==> config.mk <==
export PLATFORM = sky130hd
export DESIGN_NAME = axis_spectrum_power
export DESIGN_NICKNAME = d
export VERILOG_FILES = /design/src/rtl/vibrometer_axis_pkg.sv /design/src/rtl/complex_mag_sq.sv /design/src/rtl/axis_spectrum_power.sv
export SDC_FILE = /design/constraint.sdc
export NUM_CORES = 2
export LEC_CHECK = 0
export CORE_AREA = 2 2 300 302
export DETAILED_ROUTE_END_ITERATION = 8
export DIE_AREA = 0 0 302 304
export SLEW_MARGIN = 20
export SYNTH_ARGS = -nofsm -noshare
export SYNTH_HDL_FRONTEND = slang
export SYNTH_SLANG_ARGS = --single-unit
export TNS_END_PERCENT = 100
==> constraint.sdc <==
create_clock -name aclk -period 14.93 [get_ports aclk]
set_input_delay 4.479 -clock aclk [delete_from_list [all_inputs] [get_ports aclk]]
set_output_delay 4.479 -clock aclk [all_outputs]
set_load 0.005 [all_outputs]
==> src/rtl/vibrometer_axis_pkg.sv <==
// Shared widths and sample layout for the vibrometer AXI-Stream spectrum chain.
package vibrometer_axis_pkg;

   localparam int AXIS_TDATA_WIDTH_DEF = 32;
   localparam int POWER_WIDTH_DEF      = 32;
   localparam int BIN_WIDTH_DEF        = 16;

   // Complex bin as it appears on tdata: imag in the upper half, real in the lower.
   typedef struct packed {
      logic signed [15:0] im;
      logic signed [15:0] re;
   } cplx_sample_t;

endpackage

==> src/rtl/complex_mag_sq.sv <==
// Three-stage |z|^2 datapath: input register, squaring, unsigned sum.
module complex_mag_sq
   import vibrometer_axis_pkg::*;
#(
   parameter int DATA_WIDTH  = AXIS_TDATA_WIDTH_DEF,
   parameter int POWER_WIDTH = POWER_WIDTH_DEF
) (
   input  logic                   aclk,
   input  logic                   aresetn,
   input  logic                   ce,
   input  logic                   in_valid,
   input  logic [DATA_WIDTH-1:0]  in_data,
   input  logic                   in_last,
   output logic                   out_valid,
   output logic [POWER_WIDTH-1:0] out_power,
   output logic                   out_last
);

   localparam int HALF = DATA_WIDTH / 2;

   logic                         s1_valid;
   logic                         s1_last;
   logic signed [HALF-1:0]       s1_re;
   logic signed [HALF-1:0]       s1_im;
   logic                         s2_valid;
   logic                         s2_last;
   logic signed [DATA_WIDTH-1:0] s2_re_sq;
   logic signed [DATA_WIDTH-1:0] s2_im_sq;
   logic signed [DATA_WIDTH-1:0] re_ext;
   logic signed [DATA_WIDTH-1:0] im_ext;

   // Squares of a signed half-width value always fit the full width as non-negative numbers.
   assign re_ext = DATA_WIDTH'(s1_re);
   assign im_ext = DATA_WIDTH'(s1_im);

   always_ff @(posedge aclk) begin
      if (!aresetn) begin
         s1_valid  <= 1'b0;
         s1_last   <= 1'b0;
         s1_re     <= '0;
         s1_im     <= '0;
         s2_valid  <= 1'b0;
         s2_last   <= 1'b0;
         s2_re_sq  <= '0;
         s2_im_sq  <= '0;
         out_valid <= 1'b0;
         out_last  <= 1'b0;
         out_power <= '0;
      end else if (ce) begin
         s1_valid  <= in_valid;
         s1_last   <= in_last & in_valid;
         s1_re     <= in_data[HALF-1:0];
         s1_im     <= in_data[DATA_WIDTH-1:HALF];
         s2_valid  <= s1_valid;
         s2_last   <= s1_last;
         s2_re_sq  <= re_ext * re_ext;
         s2_im_sq  <= im_ext * im_ext;
         out_valid <= s2_valid;
         out_last  <= s2_last;
         out_power <= POWER_WIDTH'($unsigned(s2_re_sq)) + POWER_WIDTH'($unsigned(s2_im_sq));
      end
   end

endmodule

==> src/rtl/axis_spectrum_power.sv <==
// Per-bin spectral power stream with per-frame peak search and frame counting.
module axis_spectrum_power
   import vibrometer_axis_pkg::*;
#(
   parameter int AXIS_TDATA_WIDTH = AXIS_TDATA_WIDTH_DEF,
   parameter int POWER_WIDTH      = POWER_WIDTH_DEF,
   parameter int BIN_WIDTH        = BIN_WIDTH_DEF
) (
   input  logic                        aclk,
   input  logic                        aresetn,
   input  logic [AXIS_TDATA_WIDTH-1:0] S_AXIS_tdata,
   input  logic                        S_AXIS_tvalid,
   output logic                        S_AXIS_tready,
   input  logic                        S_AXIS_tlast,
   output logic [POWER_WIDTH-1:0]      M_AXIS_tdata,
   output logic                        M_AXIS_tvalid,
   input  logic                        M_AXIS_tready,
   output logic                        M_AXIS_tlast,
   output logic [POWER_WIDTH-1:0]      peak_value,
   output logic [BIN_WIDTH-1:0]        peak_bin,
   output logic                        peak_valid,
   output logic [31:0]                 frame_count
);

   logic                   ce;
   logic                   out_xfer;
   logic [BIN_WIDTH-1:0]   bin_cnt;
   logic                   frame_open;
   logic [POWER_WIDTH-1:0] trk_value;
   logic [BIN_WIDTH-1:0]   trk_bin;
   logic                   take_bin;
   logic [POWER_WIDTH-1:0] best_value;
   logic [BIN_WIDTH-1:0]   best_bin;

   assign ce            = ~M_AXIS_tvalid | M_AXIS_tready;
   assign S_AXIS_tready = ce & aresetn;
   assign out_xfer      = M_AXIS_tvalid & M_AXIS_tready;

   complex_mag_sq #(
      .DATA_WIDTH  (AXIS_TDATA_WIDTH),
      .POWER_WIDTH (POWER_WIDTH)
   ) u_mag (
      .aclk      (aclk),
      .aresetn   (aresetn),
      .ce        (ce),
      .in_valid  (S_AXIS_tvalid & S_AXIS_tready),
      .in_data   (S_AXIS_tdata),
      .in_last   (S_AXIS_tlast),
      .out_valid (M_AXIS_tvalid),
      .out_power (M_AXIS_tdata),
      .out_last  (M_AXIS_tlast)
   );

   // frame_open rather than bin_cnt==0 marks the first bin, so a counter wrap keeps the running peak.
   always_comb begin
      take_bin   = ~frame_open | (M_AXIS_tdata > trk_value);
      best_value = trk_value;
      best_bin   = trk_bin;
      if (take_bin) begin
         best_value = M_AXIS_tdata;
         best_bin   = bin_cnt;
      end
   end

   always_ff @(posedge aclk) begin
      if (!aresetn) begin
         bin_cnt     <= '0;
         frame_open  <= 1'b0;
         trk_value   <= '0;
         trk_bin     <= '0;
         peak_value  <= '0;
         peak_bin    <= '0;
         peak_valid  <= 1'b0;
         frame_count <= '0;
      end else begin
         peak_valid <= 1'b0;
         if (out_xfer) begin
            trk_value <= best_value;
            trk_bin   <= best_bin;
            if (M_AXIS_tlast) begin
               bin_cnt     <= '0;
               frame_open  <= 1'b0;
               peak_value  <= best_value;
               peak_bin    <= best_bin;
               peak_valid  <= 1'b1;
               frame_count <= frame_count + 32'd1;
            end else begin
               bin_cnt    <= bin_cnt + BIN_WIDTH'(1);
               frame_open <= 1'b1;
            end
         end
      end
   end

endmodule
* Word level (Yosys, flattened, before mapping)
Index checks and enable logic that the tools add are counted.
** Word-level totals
- Memory bits (read-only) :: 0
- Bits in writable memories :: 0
- Latch bits :: 0
- Output and inout port bits :: 116
- Bits in registers :: 280
- Memories kept :: 0
** Cells by class
- $add $sub $neg :: 3
- Multiply operators :: 2
- Bitwise gates (word level) :: 8
- Divide/modulo/power cells :: 0
- Shifts and indexed selects :: 0
- Reduce and logical (&&, ||, !) cells :: 2
- Equality and inequality tests :: 0
- Order comparisons :: 1
- Muxes and demuxes :: 5
** Operator list (number)
- $mul 16x16->32 :: 2
- $add 32x1->32 const B :: 1
- $add 32x32->32 :: 1
- $gt 32x32->1 :: 1
- $mux 16 :: 2
- $mux 32 :: 1
- $add 16x1->16 const B :: 1
- $and 1x1->1 :: 4
- $reduce_and 2->1 :: 2
- $mux 1 :: 2
- $not 1->1 :: 2
- $or 1x1->1 :: 2

* Depth between registers and ports, before layout
- Depth after elaboration :: 5
- Mapped depth :: 24

* Cells and area by module
A second synthesis with hierarchy kept.
** Unflattened totals
- Cells, all modules :: 3408
- Area total of the unflattened synthesis :: 30757.0 µm²
** Modules (own cells, without submodules)
- complex_mag_sq :: cells each 2550, instances 1, area each 23421.2 µm²
- axis_spectrum_power :: cells each 858, instances 1, area each 7335.8 µm²

* Worst setup path after synthesis
No wires, ideal clock.
- Path type :: input port to output port
- From :: input port M_AXIS_tready
- To :: output port S_AXIS_tready
- Arrival :: 5.031 ns
- Path slack :: 5.420 ns
- Stages :: 4
- Cell sequence :: nand2b_1 -> clkbuf_1 -> nand2_1 -> inv_1
** On the way
- Longest elaborated chain between the ends :: 2
** RTL lines
- start, declared :: RTL line axis_spectrum_power.sv:17 : input logic M_AXIS_tready,
- $or 1x1->1 :: RTL line axis_spectrum_power.sv:35 : assign ce = ~M_AXIS_tvalid | M_AXIS_tready;
- $and 1x1->1 :: RTL line axis_spectrum_power.sv:36 : assign S_AXIS_tready = ce & aresetn;
- end, declared :: RTL line axis_spectrum_power.sv:13 : output logic S_AXIS_tready,
No other way between the ends.

* Worst setup path in the final report
Same ends and word-level chain as after synthesis.

==> impl_metrics.yaml <==
worst_setup_path:
  end_kind: "primary output"
  crit_chain: "clkdlybuf4s50_1 > nand2b_4 > nand2_1 > inv_1 > clkdlybuf4s50_1"
  crit_path_top_delay_cell: "clkdlybuf4s50_1"
  crit_required_ps: 10450
  cp_common_cell: "clkdlybuf4s50_1"
  start_kind: "primary input"
  cp_top_family: "buffers and inverters"
  crit_cells: 5
  crit_fanout: 52
  max_stage_delay_ps: 650
  rrSetupSlack_ps: 7600
  cp.arrival_ps: 7170
  r2r.worst_path.cells: 21
  path_buf_inv: 3
  critPathKind: "primary input to primary output"
logic_synthesis:
  synthFlopType: "dfxtp_1"
  syn_area_sq_mm: 0.0308
  ys_top_cells_by_area: "fa_1, dfxtp_1, ha_1"
  synth_common_cells: "inv_1, fa_1, nand2_1, dfxtp_1, ha_1"
  yosys_warnings: 0
  synth_top_cell_by_area: "fa_1"
  ys_ff_latch: 278
  synth_top_area_frac: 0.303
  yosysMostFrequentCell: "inv_1"
  postSynth.asyncResetShare: 0
  syn_avg_cell_area_sq_um: 8.73
  yosysSeqAreaShare: 0.181
  synth_edf_count: 0
  mappedNetlistNets: 4278
  syn-instance-count: 3529
  synthDistinctLibCells: 75
min_path:
  hold_path.class: "register to register"
  holdPathStages: 2
clock_network:
  cts_max_path_buffers: 3
  clock_sinks: 278
  cts_resized: 0
  cts_setup_buffers: 0
  cts_tree: "done"
  cts_max_level: 2
  clk_latency_ps: 580
  ctsHoldBuffers: 0
  numCtsBuffers: 34
  cts.clk_slew.worst_paths_ps: 50
  root_buffer: "clkbuf_16"
sta:
  fin_ws_ps: 3280
  finalSetupViolCount: 0
  fin_crit_sh: 0.780
  slew_headroom: 0.237
  rsz0062_at_grt: "no"
  finalHoldViolCount: 0
  period_minus_slack_ps: 11650
  slew_viol_final: 0
  max_freq_mhz: 85.9
  tns_ps: 0
  skew_ps: 30.3
  worst_pin_slew_ps: 1140
drt:
  ant_nets: 0
  drt_wl_total_um: 76100
  drt_first_pass_iters: 5
  drt_drc_violations_left: 0
  num_vias: 23500
  drt_iter0_drc: 1233
  vias_per_cell: 4.92
  routedWlPerCell_um: 16.0
run_status:
  status: "finished, final reports clean"
final_layout:
  n_antenna_cell: 0
  final_nets: 4317
  layout-drive-gt1-share: 0.0314
  area_delta_synth_final_pct: 11.9
place:
  port_buffers: 152
  dp_slack_ps: 3290
  dpl.hpwl_um: 58500
  gp_congestion: 0.845
grt:
  grt_max_degree: 104
  grt_pass1_wl_um: 127000
  track_usage: 0.170
  grt_pass1_vias: 24100
  antenna_found_initial: 0
  grt_overflow_total: 0
run:
  max-cap-violations: 0
die:
  core-area_sq_mm: 0.0890
  io_pins: 153
  initial_core_util: 0.346
  die_h_um: 304
  die_width_um: 302
  rows: 110
  dieArea_sq_mm: 0.0918
power_and_ir_drop:
  ir_worst_vdd_v: 0.000109
  power.density_mw_per_mm2: 117
  power_leakage_nw: 15.9
## per-stage QoR
step / hold WS, ps / cell area, sq um / power, mW / util / cells
after floorplan: 432 / 30800 / 2.59 / - / 3529
after global placement: 441 / 33300 / 3.16 / 0.374 / 4708
after detailed placement: 443 / 33300 / 3.18 / 0.374 / 4708
after CTS: 451 / 34500 / 4.07 / 0.387 / 4770
after global routing: 472 / 34500 / 4.41 / 0.387 / 4770
final: 450 / 34500 / 4.03 / 0.387 / 4770
## area by class of cell
| type | instances | area [sq um] |
|---|---|---|
| Fill cell | 9037 | 54600 |
| Multi-Input combinational cell | 2413 | 22100 |
| Inverter | 670 | 2520 |
| Sequential cell | 278 | 5570 |
| Tap cell | 1176 | 1470 |
| Clock buffer | 44 | 908 |
| Timing Repair Buffer | 171 | 1670 |
| Clock inverter | 18 | 255 |
## logic make-up after synthesis
kind of cell,share of synthesized area
compound gates,0.115
simple gates,0.143
xor+xnor,0.0370
flops,0.181
fa+ha+maj,0.403
buf+inv,0.104
mux,0.0179
## worst paths after layout
path	from	endpoint
setup / recovery	M_AXIS_tready	S_AXIS_tready
hold / removal	u_mag.s1_im[4]$_SDFFE_PN0N_	u_mag.s1_im[4]$_SDFFE_PN0N_
setup reg to reg	u_mag.s1_re[15]$_SDFFE_PN0N_	u_mag.s2_re_sq[28]$_SDFFE_PN0N_
hold reg to reg	u_mag.s1_im[4]$_SDFFE_PN0N_	u_mag.s1_im[4]$_SDFFE_PN0N_
## tightest hold or removal path, cell delays in order, from the launching register on
cell     delay, ps
dfxtp_1        300
nand2_1         50
a21oi_1         50
## routing by layer
layer,GRT usage,part of all wire
met1,0.223,0.45
met2,0.298,0.50
met3,0.0190,0.034
met4,0.0403,0.022
met5,0,0
## cells in the final DEF (no fill, tap or decap), types with 6 or more instances in the layout
cell	n
a31o_2	12
fa_1	467
dfxtp_1	278
a211o_1	6
clkbuf_16	34
o21bai_1	13
o21ai_0	103
xor2_1	53
and4_1	6
buf_4	19
a21o_1	44
clkdlybuf4s50_1	151
a31oi_1	56
nor3_1	16
nor2_1	155
mux2i_1	54
nand2b_1	13
and2_1	75
inv_1	668
or3_1	20
nand2_1	465
clkbuf_1	8
nand3_1	56
and3_1	20
a21oi_1	177
a211oi_1	25
xnor2_1	77
nor2b_1	11
o21a_1	18
nand4_1	73
o211ai_1	11
ha_1	245
o31ai_1	54
## report_power, final
part	switching [mW]	internal (mW)	leakage (nW)
Clock	0.360	0.508	0.554
Sequential	0.125	0.837	2.27
Combinational	1.26	0.939	13.0
## flip-flops by register name, indices dropped and copies added, names as in the netlist, 31 cells and up
register,flops
trk_value,32
u_mag.s2_re_sq,31
frame_count,32
peak_value,32
u_mag.out_power,32
u_mag.s2_im_sq,31
No activity file was read; power rests on OpenSTA's default activity.
